`config.mk`:
```
export PLATFORM = sky130hd
export DESIGN_NAME = num_pattern_gen
export DESIGN_NICKNAME = d
export VERILOG_FILES = /design/src/rtl/num_pattern_gen_pkg.sv /design/src/rtl/num_pattern_gen.sv
export SDC_FILE = /design/constraint.sdc
export NUM_CORES = 1
export LEC_CHECK = 0
export BUFFER_PORTS_ARGS = -buffer_cell sky130_fd_sc_hd__buf_2
export CAP_MARGIN = 0
export CORE_UTILIZATION = 55
export CTS_CLUSTER_DIAMETER = 200
export CTS_CLUSTER_SIZE = 12
export DETAILED_ROUTE_END_ITERATION = 7
export GPL_TIMING_DRIVEN = 0
export PLACE_DENSITY_LB_ADDON = 0.25
export SLEW_MARGIN = 0
export SYNTH_ARGS = -nofsm -noshare
export SYNTH_HDL_FRONTEND = slang
export SYNTH_SLANG_ARGS = --single-unit
```
`constraint.sdc`:
```
create_clock -name clk -period 2.35 [get_ports clk]
set_input_delay 0.47 -clock clk [delete_from_list [all_inputs] [get_ports clk]]
set_output_delay 0.47 -clock clk [all_outputs]
set_load 0.02 [all_outputs]
```
`src/rtl/num_pattern_gen_pkg.sv`:
```
// Shared definitions for the 1-1-2-2-3-3 pattern generator.
// Covers the FSM state encoding, the symbol constants and the symbol-advance helper.
package num_pattern_gen_pkg;

  typedef enum logic [1:0] {
    ST_IDLE = 2'd0,
    ST_SYM  = 2'd1,
    ST_GAP  = 2'd2
  } state_e;

  localparam logic [1:0] SYM_IDLE = 2'b00;
  localparam logic [1:0] SYM_1    = 2'b01;
  localparam logic [1:0] SYM_2    = 2'b10;
  localparam logic [1:0] SYM_3    = 2'b11;

  function automatic logic [1:0] next_sym(input logic [1:0] sym);
    case (sym)
      SYM_1:   next_sym = SYM_2;
      SYM_2:   next_sym = SYM_3;
      default: next_sym = SYM_1;
    endcase
  endfunction

endpackage

```
`src/rtl/num_pattern_gen.sv`:
```
// Burst generator: emits REP copies each of symbols 1, 2 and 3 for each frame.
// Frames are separated by GAP idle cycles. Every output is registered.
module num_pattern_gen
  import num_pattern_gen_pkg::*;
#(
  parameter int REP = 2,
  parameter int GAP = 1,
  parameter int CW  = 4
) (
  input  logic          clk,
  input  logic          rst_n,
  input  logic          start,
  input  logic          abort,
  input  logic [CW-1:0] frames,
  output logic [1:0]    num,
  output logic          num_vld,
  output logic          busy,
  output logic          done,
  output logic [CW-1:0] frame_cnt,
  output state_e        dbg_state
);

  // One down-counter serves both symbol repeats and gap length.
  localparam int CNT_MAX = (REP > GAP) ? REP : GAP;
  localparam int CNT_W   = (CNT_MAX > 1) ? $clog2(CNT_MAX) : 1;
  localparam logic [CNT_W-1:0] REP_LAST = CNT_W'(REP - 1);
  localparam logic [CNT_W-1:0] GAP_LAST = (GAP > 0) ? CNT_W'(GAP - 1) : '0;

  state_e           state_q, state_d;
  logic [1:0]       sym_q, sym_d;
  logic [CNT_W-1:0] cnt_q, cnt_d;
  logic [CW-1:0]    frames_q, frames_d;
  logic [CW-1:0]    frame_cnt_q, frame_cnt_d;
  logic [1:0]       num_q, num_d;
  logic             vld_q, vld_d;
  logic             busy_q, busy_d;
  logic             done_q, done_d;
  logic             last_frame;
  logic [CW-1:0]    frame_cnt_inc;

  assign last_frame    = (frame_cnt_q == frames_q - CW'(1));
  assign frame_cnt_inc = (frame_cnt_q == '1) ? frame_cnt_q : frame_cnt_q + CW'(1);

  always_comb begin
    state_d     = state_q;
    sym_d       = sym_q;
    cnt_d       = cnt_q;
    frames_d    = frames_q;
    frame_cnt_d = frame_cnt_q;
    num_d       = SYM_IDLE;
    vld_d       = 1'b0;
    busy_d      = busy_q;
    done_d      = 1'b0;

    case (state_q)
      ST_IDLE: begin
        busy_d = 1'b0;
        if (start && !abort && (frames != '0)) begin
          state_d     = ST_SYM;
          frames_d    = frames;
          frame_cnt_d = '0;
          sym_d       = SYM_1;
          cnt_d       = REP_LAST;
          num_d       = SYM_1;
          vld_d       = 1'b1;
          busy_d      = 1'b1;
        end
      end
      ST_SYM: begin
        busy_d = 1'b1;
        if (cnt_q != '0) begin
          cnt_d = cnt_q - CNT_W'(1);
          num_d = sym_q;
          vld_d = 1'b1;
        end else if (sym_q != SYM_3) begin
          sym_d = next_sym(sym_q);
          cnt_d = REP_LAST;
          num_d = next_sym(sym_q);
          vld_d = 1'b1;
        end else begin
          // Final copy of 3 has just been shown: the frame is complete.
          frame_cnt_d = frame_cnt_inc;
          sym_d       = SYM_1;
          if (last_frame) begin
            state_d = ST_IDLE;
            busy_d  = 1'b0;
            done_d  = 1'b1;
            cnt_d   = '0;
          end else if (GAP > 0) begin
            state_d = ST_GAP;
            cnt_d   = GAP_LAST;
          end else begin
            cnt_d = REP_LAST;
            num_d = SYM_1;
            vld_d = 1'b1;
          end
        end
      end
      ST_GAP: begin
        busy_d = 1'b1;
        if (cnt_q != '0) begin
          cnt_d = cnt_q - CNT_W'(1);
        end else begin
          state_d = ST_SYM;
          sym_d   = SYM_1;
          cnt_d   = REP_LAST;
          num_d   = SYM_1;
          vld_d   = 1'b1;
        end
      end
      default: begin
        state_d = ST_IDLE;
        busy_d  = 1'b0;
      end
    endcase

    // A frame whose last symbol was already shown still counts as completed.
    if (abort && (state_q != ST_IDLE)) begin
      state_d = ST_IDLE;
      sym_d   = SYM_1;
      cnt_d   = '0;
      num_d   = SYM_IDLE;
      vld_d   = 1'b0;
      busy_d  = 1'b0;
      done_d  = 1'b0;
    end
  end

  always_ff @(posedge clk or negedge rst_n) begin
    if (!rst_n) begin
      state_q     <= ST_IDLE;
      sym_q       <= SYM_1;
      cnt_q       <= '0;
      frames_q    <= '0;
      frame_cnt_q <= '0;
      num_q       <= SYM_IDLE;
      vld_q       <= 1'b0;
      busy_q      <= 1'b0;
      done_q      <= 1'b0;
    end else begin
      state_q     <= state_d;
      sym_q       <= sym_d;
      cnt_q       <= cnt_d;
      frames_q    <= frames_d;
      frame_cnt_q <= frame_cnt_d;
      num_q       <= num_d;
      vld_q       <= vld_d;
      busy_q      <= busy_d;
      done_q      <= done_d;
    end
  end

  assign num       = num_q;
  assign num_vld   = vld_q;
  assign busy      = busy_q;
  assign done      = done_q;
  assign frame_cnt = frame_cnt_q;
  assign dbg_state = state_q;

endmodule
```
==> results of run 1 <==
==> Yosys cell counts (2+ instances only) <==
library cell,instances
inv_1,12
xor2_1,4
buf_6,3
nor2_1,7
nand2b_1,3
nand4_1,3
a31oi_1,3
o221ai_1,2
mux2_2,4
nand3_1,4
o21ai_0,2
xnor2_1,2
nand2_1,10
dfrtp_1,17
a21oi_1,10
o31ai_1,3
ha_1,8
==> routing by layer <==
metal | wire length, µm | global-route usage, %
met5 | 0 | 0
met4 | 29 | 7.35
met3 | 145 | 3.14
met2 | 1110 | 33.8
met1 | 987 | 29.7
==> state kept, by name, indices dropped and copies added, names as in the netlist <==
register   count
frames_q       4
dbg_state      2
done           1
sym_q          2
cnt_q          1
busy           1
num            2
frame_cnt      4
num_vld        1
==> power by group through the flow <==
stage                     sequential (mW)  combinational, mW  clock (mW)
after floorplan                     0.597              0.710           0
after global placement              0.531              0.965           0
after detailed placement            0.540              0.993           0
after CTS                           0.533               1.01       0.193
after global routing                0.548               1.13       0.211
final                               0.532               1.01       0.196
==> cells by family (layout without fill, tap and decap cells) <==
family          count (synthesis)  in the layout  share of synthesized area [%]
flops                          18             18                           38.3
buf+inv                        17             38                           8.27
fa+ha+maj                       8              8                           8.48
xor+xnor                        6              6                           4.45
compound gates                 29             29                           17.8
simple gates                   35             35                           17.1
mux                             6              6                           5.62
==> per-stage QoR <==
step                std cells  hold slack (ns)
floorplan                 119            0.174
global placement          163            0.418
detailed placement        163            0.423
CTS                       167           0.0999
global route              167           0.0973
finish                    167           0.0769
==> final cells by class <==
| class | count | area [µm²] | area share [%] |
|---|---|---|---|
| clock buffer | 4 | 36.3 | 2.72 |
| buffer | 5 | 52.6 | 3.94 |
| inverter | 12 | 45.0 | 3.37 |
| multi-input combinational | 84 | 631 | 47.2 |
| sequential | 18 | 452 | 33.8 |
| tap | 27 | 33.8 | 2.53 |
| timing repair buffer | 17 | 85.1 | 6.37 |
==> worst max path at each step <==
stage,start,slack (ns),to
5_1_grt,sym_q[0],0.36,dbg_state[1]
3_3_place_gp,sym_q[0],0.51,dbg_state[1]
3_5_place_dp,sym_q[0],0.49,dbg_state[1]
2_1_floorplan,dbg_state[0],0.65,sym_q[1]
6_report,sym_q[0],0.45,dbg_state[1]
4_1_cts,sym_q[0],0.47,dbg_state[1]
==> flow_summary_export.csv, run 1 <==
group,metric,value,unit
run_status,status,"complete, no violations",
place,place_congestion,0.806,
worst_setup_path,crit_family,"flip-flops",
global_routing,grt_max_degree,19,
worst_setup_path,cpPeakStageDelay,0.58,ns
timing,setup_slack,0.445,ns
global_routing,grt_usage,21.2,%
yosys,synth-edff-count,0,
global_routing,grt_pass1_vias,876,
worst_setup_path,cp.depth,6,
final_layout,area_growth_syn_to_layout,13.1,%
final_layout,most-common-layout-cells,"buf_2, dfrtp_1, inv_1",
pwr,powerDensity,1300,mW/mm²
pwr,vdd_drop_max,0.000807,V
floorplan,die_h,48.3,µm
yosys,ys.flop_type,"dfrtp_1",
timing,fmax,0.525,GHz
timing,clock_skew,0.00519,ns
timing,min_period,1.90,ns
yosys,syn_inst,119,
clocking,clock-sinks,18,
drt,drtAntennaViolNets,0,
hold_path,hold_path_class,"in2async",
pwr,power_frac_seq,30.6,%
drt,drc,0,
drt,wl_per_cell,13.6,µm
global_routing,grt_pass1_wl,3940,µm
worst_setup_path,reg2reg_depth,6,
yosys,synthDistinctLibCells,39,
final_layout,antenna_cells,0,
worst_setup_path,critPathMaxFanout,5,
clocking,clk_pin_slew,0.11,ns
drt,first_pass_iters,4,
place,hpwl,1640,µm
clocking,cts-root-buf,"clkbuf_4",
worst_setup_path,crit_buf_inv,0,
worst_setup_path,reg2reg_to,"dbg_state[1]",
yosys,syn_area,0.00118,mm²
timing,maxSlewViolCount,0,
clocking,ctsResizeCount,0,
worst_setup_path,start_kind,"flip-flop",
yosys,synth_top_area_share,36.1,%
drt,dr.first_iter.drc_count,27,
pwr,intPower,0.959,mW
timing,finalHoldViolations,0,
worst_setup_path,required,2.53,ns
yosys,synthArstFlopShare,100,%
final_layout,final_util,67.4,%
drt,wirelength,2270,µm
place,place_ws,0.489,ns
place,placed_area,0.00130,mm²
final_layout,layout-drive-gt1-share,27.9,%
floorplan,rows,16,
final_layout,final_common_cell,"buf_2",
pwr,switching_share,44.9,%
final_layout,nets,157,
worst_setup_path,regToRegSetupSlack,0.45,ns
clocking,htree_levels,1,
floorplan,core_area,0.00198,mm²
timing,grt_setup_unrepaired,"false",
final_layout,finish.instance_area,0.00134,mm²
final_layout,nFillCells,168,
clocking,cts_tree,"built",
drt,vias,944,
pwr,pwr-share-clk,11.3,%
floorplan,die_x,48.3,µm
worst_setup_path,crit_chain,"ha_1, nand2b_1, nand2_1, nand3_1, a21oi_2, mux2_1",
pwr,leakage,0.637,nW
timing,finalSetupTns,0,ns
clocking,postCtsSetupRepairBufs,0,
clocking,cts_hold_buf,0,
timing,relSlewSlack,71.4,%
worst_setup_path,end_kind,"flip-flop",
run,maxCapViolations,0,
floorplan,dieArea,0.00233,mm²
pwr,switchingPower,0.780,mW
yosys,ys_top_cells_by_area,"dfrtp_1, ha_1, a21oi_1",
yosys,ys_ff_latch,18,
pwr,p_total,1.74,mW
global_routing,antenna_found_initial,0,
floorplan,ioPinCount,19,
place,portBuffers,17,
clocking,clock_latency,0.30,ns
global_routing,grt_overflow,0,
clocking,clk_path_buf_depth,2,
yosys,yosysTopAreaCell,"dfrtp_1",
worst_setup_path,criticalPathCategory,"reg2reg",
yosys,synth-seq-area-share,38.3,%
timing,setup_viol,0,
yosys,ys_warn_count,0,
yosys,synth_area_per_cell,9.91,µm²
yosys,syn_nets,135,
timing,worst-slew-pin-transition,0.425,ns
timing,fin_crit_sh,81.1,%
worst_setup_path,cp.arrival,2.09,ns
clocking,numCtsBuffers,3,
worst_setup_path,r2r-start,"sym_q[0]",
worst_setup_path,cpMaxStageDelayCell,"dfstp_2",
pwr,pwr-share-comb,58.1,%
floorplan,start_util,59.5,%
drt,drt-vias-per-instance,5.65,
Note: power is estimated with default switching activity, not from simulation.
==> run 2, diff against run 1 <==
==> constraint.sdc (replaced) <==
create_clock -name clk -period 1.9 [get_ports clk]
set_input_delay 0.38 -clock clk [delete_from_list [all_inputs] [get_ports clk]]
set_output_delay 0.38 -clock clk [all_outputs]
set_load 0.02 [all_outputs]
==> flow_summary_export.csv, run 2 (synthesized netlist as in run 1, its figures left out) <==
group,metric,value,unit
run_status,status,"finished with violations",
run_status,violations,"negative hold slack",
floorplan,die_x,48.3,µm
clocking,cts_tree,"built",
place,place_congestion,0.806,
timing,finalSetupTns,0,ns
worst_setup_path,end_kind,"flip-flop",
pwr,pwr-share-clk,11.0,%
drt,wl_per_cell,13.3,µm
worst_setup_path,reg2reg_depth,6,
drt,dr.first_iter.drc_count,34,
floorplan,core_area,0.00198,mm²
place,portBuffers,17,
worst_setup_path,regToRegSetupSlack,0.11,ns
floorplan,rows,16,
global_routing,grt_usage,21.2,%
timing,min_period,1.79,ns
global_routing,grt_max_degree,19,
timing,fmax,0.559,GHz
clocking,clock-sinks,18,
global_routing,antenna_found_initial,0,
worst_setup_path,reg2reg_to,"dbg_state[1]",
worst_setup_path,critPathMaxFanout,5,
timing,maxSlewViolCount,0,
drt,vias,943,
pwr,intPower,1.21,mW
pwr,leakage,0.642,nW
clocking,clk_path_buf_depth,2,
global_routing,grt_pass1_wl,3940,µm
pwr,switching_share,44.5,%
floorplan,die_h,48.3,µm
global_routing,grt_pass1_vias,876,
pwr,vdd_drop_max,0.00101,V
timing,relSlewSlack,73.5,%
timing,fin_crit_sh,94.2,%
drt,drc,0,
pwr,p_total,2.19,mW
timing,worst-slew-pin-transition,0.397,ns
pwr,switchingPower,0.973,mW
timing,finalHoldViolations,14,
pwr,power_frac_seq,30.1,%
run,maxCapViolations,0,
hold_path,hold_path_class,"in2async",
timing,hold_slack,-0.0143,ns
pwr,powerDensity,1620,mW/mm²
clocking,htree_levels,1,
clocking,numCtsBuffers,3,
drt,drt-vias-per-instance,5.61,
worst_setup_path,criticalPathCategory,"reg2reg",
worst_setup_path,start_kind,"flip-flop",
final_layout,nets,158,
final_layout,antenna_cells,0,
final_layout,most-common-layout-cells,"buf_2, dfrtp_1, inv_1",
floorplan,start_util,59.5,%
global_routing,grt_overflow,0,
worst_setup_path,cp.arrival,1.97,ns
timing,setup_viol,0,
drt,wirelength,2240,µm
clocking,clk_pin_slew,0.11,ns
worst_setup_path,r2r-start,"sym_q[0]",
clocking,cts-root-buf,"clkbuf_4",
floorplan,dieArea,0.00233,mm²
timing,clock_skew,0.00735,ns
drt,drtAntennaViolNets,0,
place,hpwl,1640,µm
final_layout,layout-drive-gt1-share,30.5,%
clocking,clock_latency,0.30,ns
pwr,pwr-share-comb,58.9,%
worst_setup_path,required,2.08,ns
floorplan,ioPinCount,19,
final_layout,area_growth_syn_to_layout,14.6,%
final_layout,final_common_cell,"buf_2",
drt,first_pass_iters,4,
timing,grt_setup_unrepaired,"false",
run 2: metal layers:
layer  vias up  part of all wire (%)  wire, µm  GRT usage [%]
met1       434                    45      1020           29.7
met5         -                     0         0              0
met4         0                   1.9        42           7.35
li1        464                     -         -              -
met2        39                    48      1070           33.8
met3         6                   4.9       109           3.14
run 2: worst max-delay path by stage:
stage	start	to	slack (ns)	cells past startpoint
after floorplan	dbg_state[0]	sym_q[1]	0.20	8
after global placement	sym_q[0]	dbg_state[1]	0.06	6
after detailed placement	sym_q[0]	dbg_state[1]	0.04	6
after CTS	sym_q[0]	dbg_state[1]	0.02	6
after global routing	dbg_state[1]	cnt_q	0.007	7
final	sym_q[0]	dbg_state[1]	0.11	6
run 2: per-stage QoR:
step	area (µm²)	worst slack (ns)	instances	utilization (%)	hold slack [ns]
global route	1350	0.00731	168	68.2	0.00765
global placement	1300	0.0617	163	65.5	0.328
CTS	1340	0.0188	167	67.4	0.00993
finish	1350	0.111	168	68.2	-0.0143
detailed placement	1300	0.0392	163	65.5	0.333
floorplan	1180	0.204	119	-	0.0844
run 2: worst max-delay path, stage by stage, from the launching register on:
cell,delay (ns)
dfstp_2,0.58
ha_2,0.22
nand2b_1,0.15
nand2_2,0.13
nand3_1,0.10
a21oi_2,0.17
mux2_1,0.33
run 2: area by class of cell:
type | instances | area [µm²]
buffer | 5 | 52.6
clock buffer | 4 | 36.3
fill | 162 | 629
inverter | 12 | 45.0
multi-input combinational | 84 | 641
sequential | 18 | 452
tap | 27 | 33.8
timing repair buffer | 18 | 92.6
run 2: power by group through the flow:
stage               Sequential [mW]  Clock (mW)  Combinational [mW]
floorplan                     0.738           0               0.878
global placement              0.657           0                1.19
detailed placement            0.668           0                1.23
CTS                           0.660       0.239                1.25
global route                  0.678       0.259                1.43
finish                        0.659       0.241                1.29
run 2: repair_timing:
item	4_1_cts	5_1_grt
hold buffers	0	0
endpoints found under the setup margin	0	3
gates resized for setup	0	3
buffers inserted	0	1
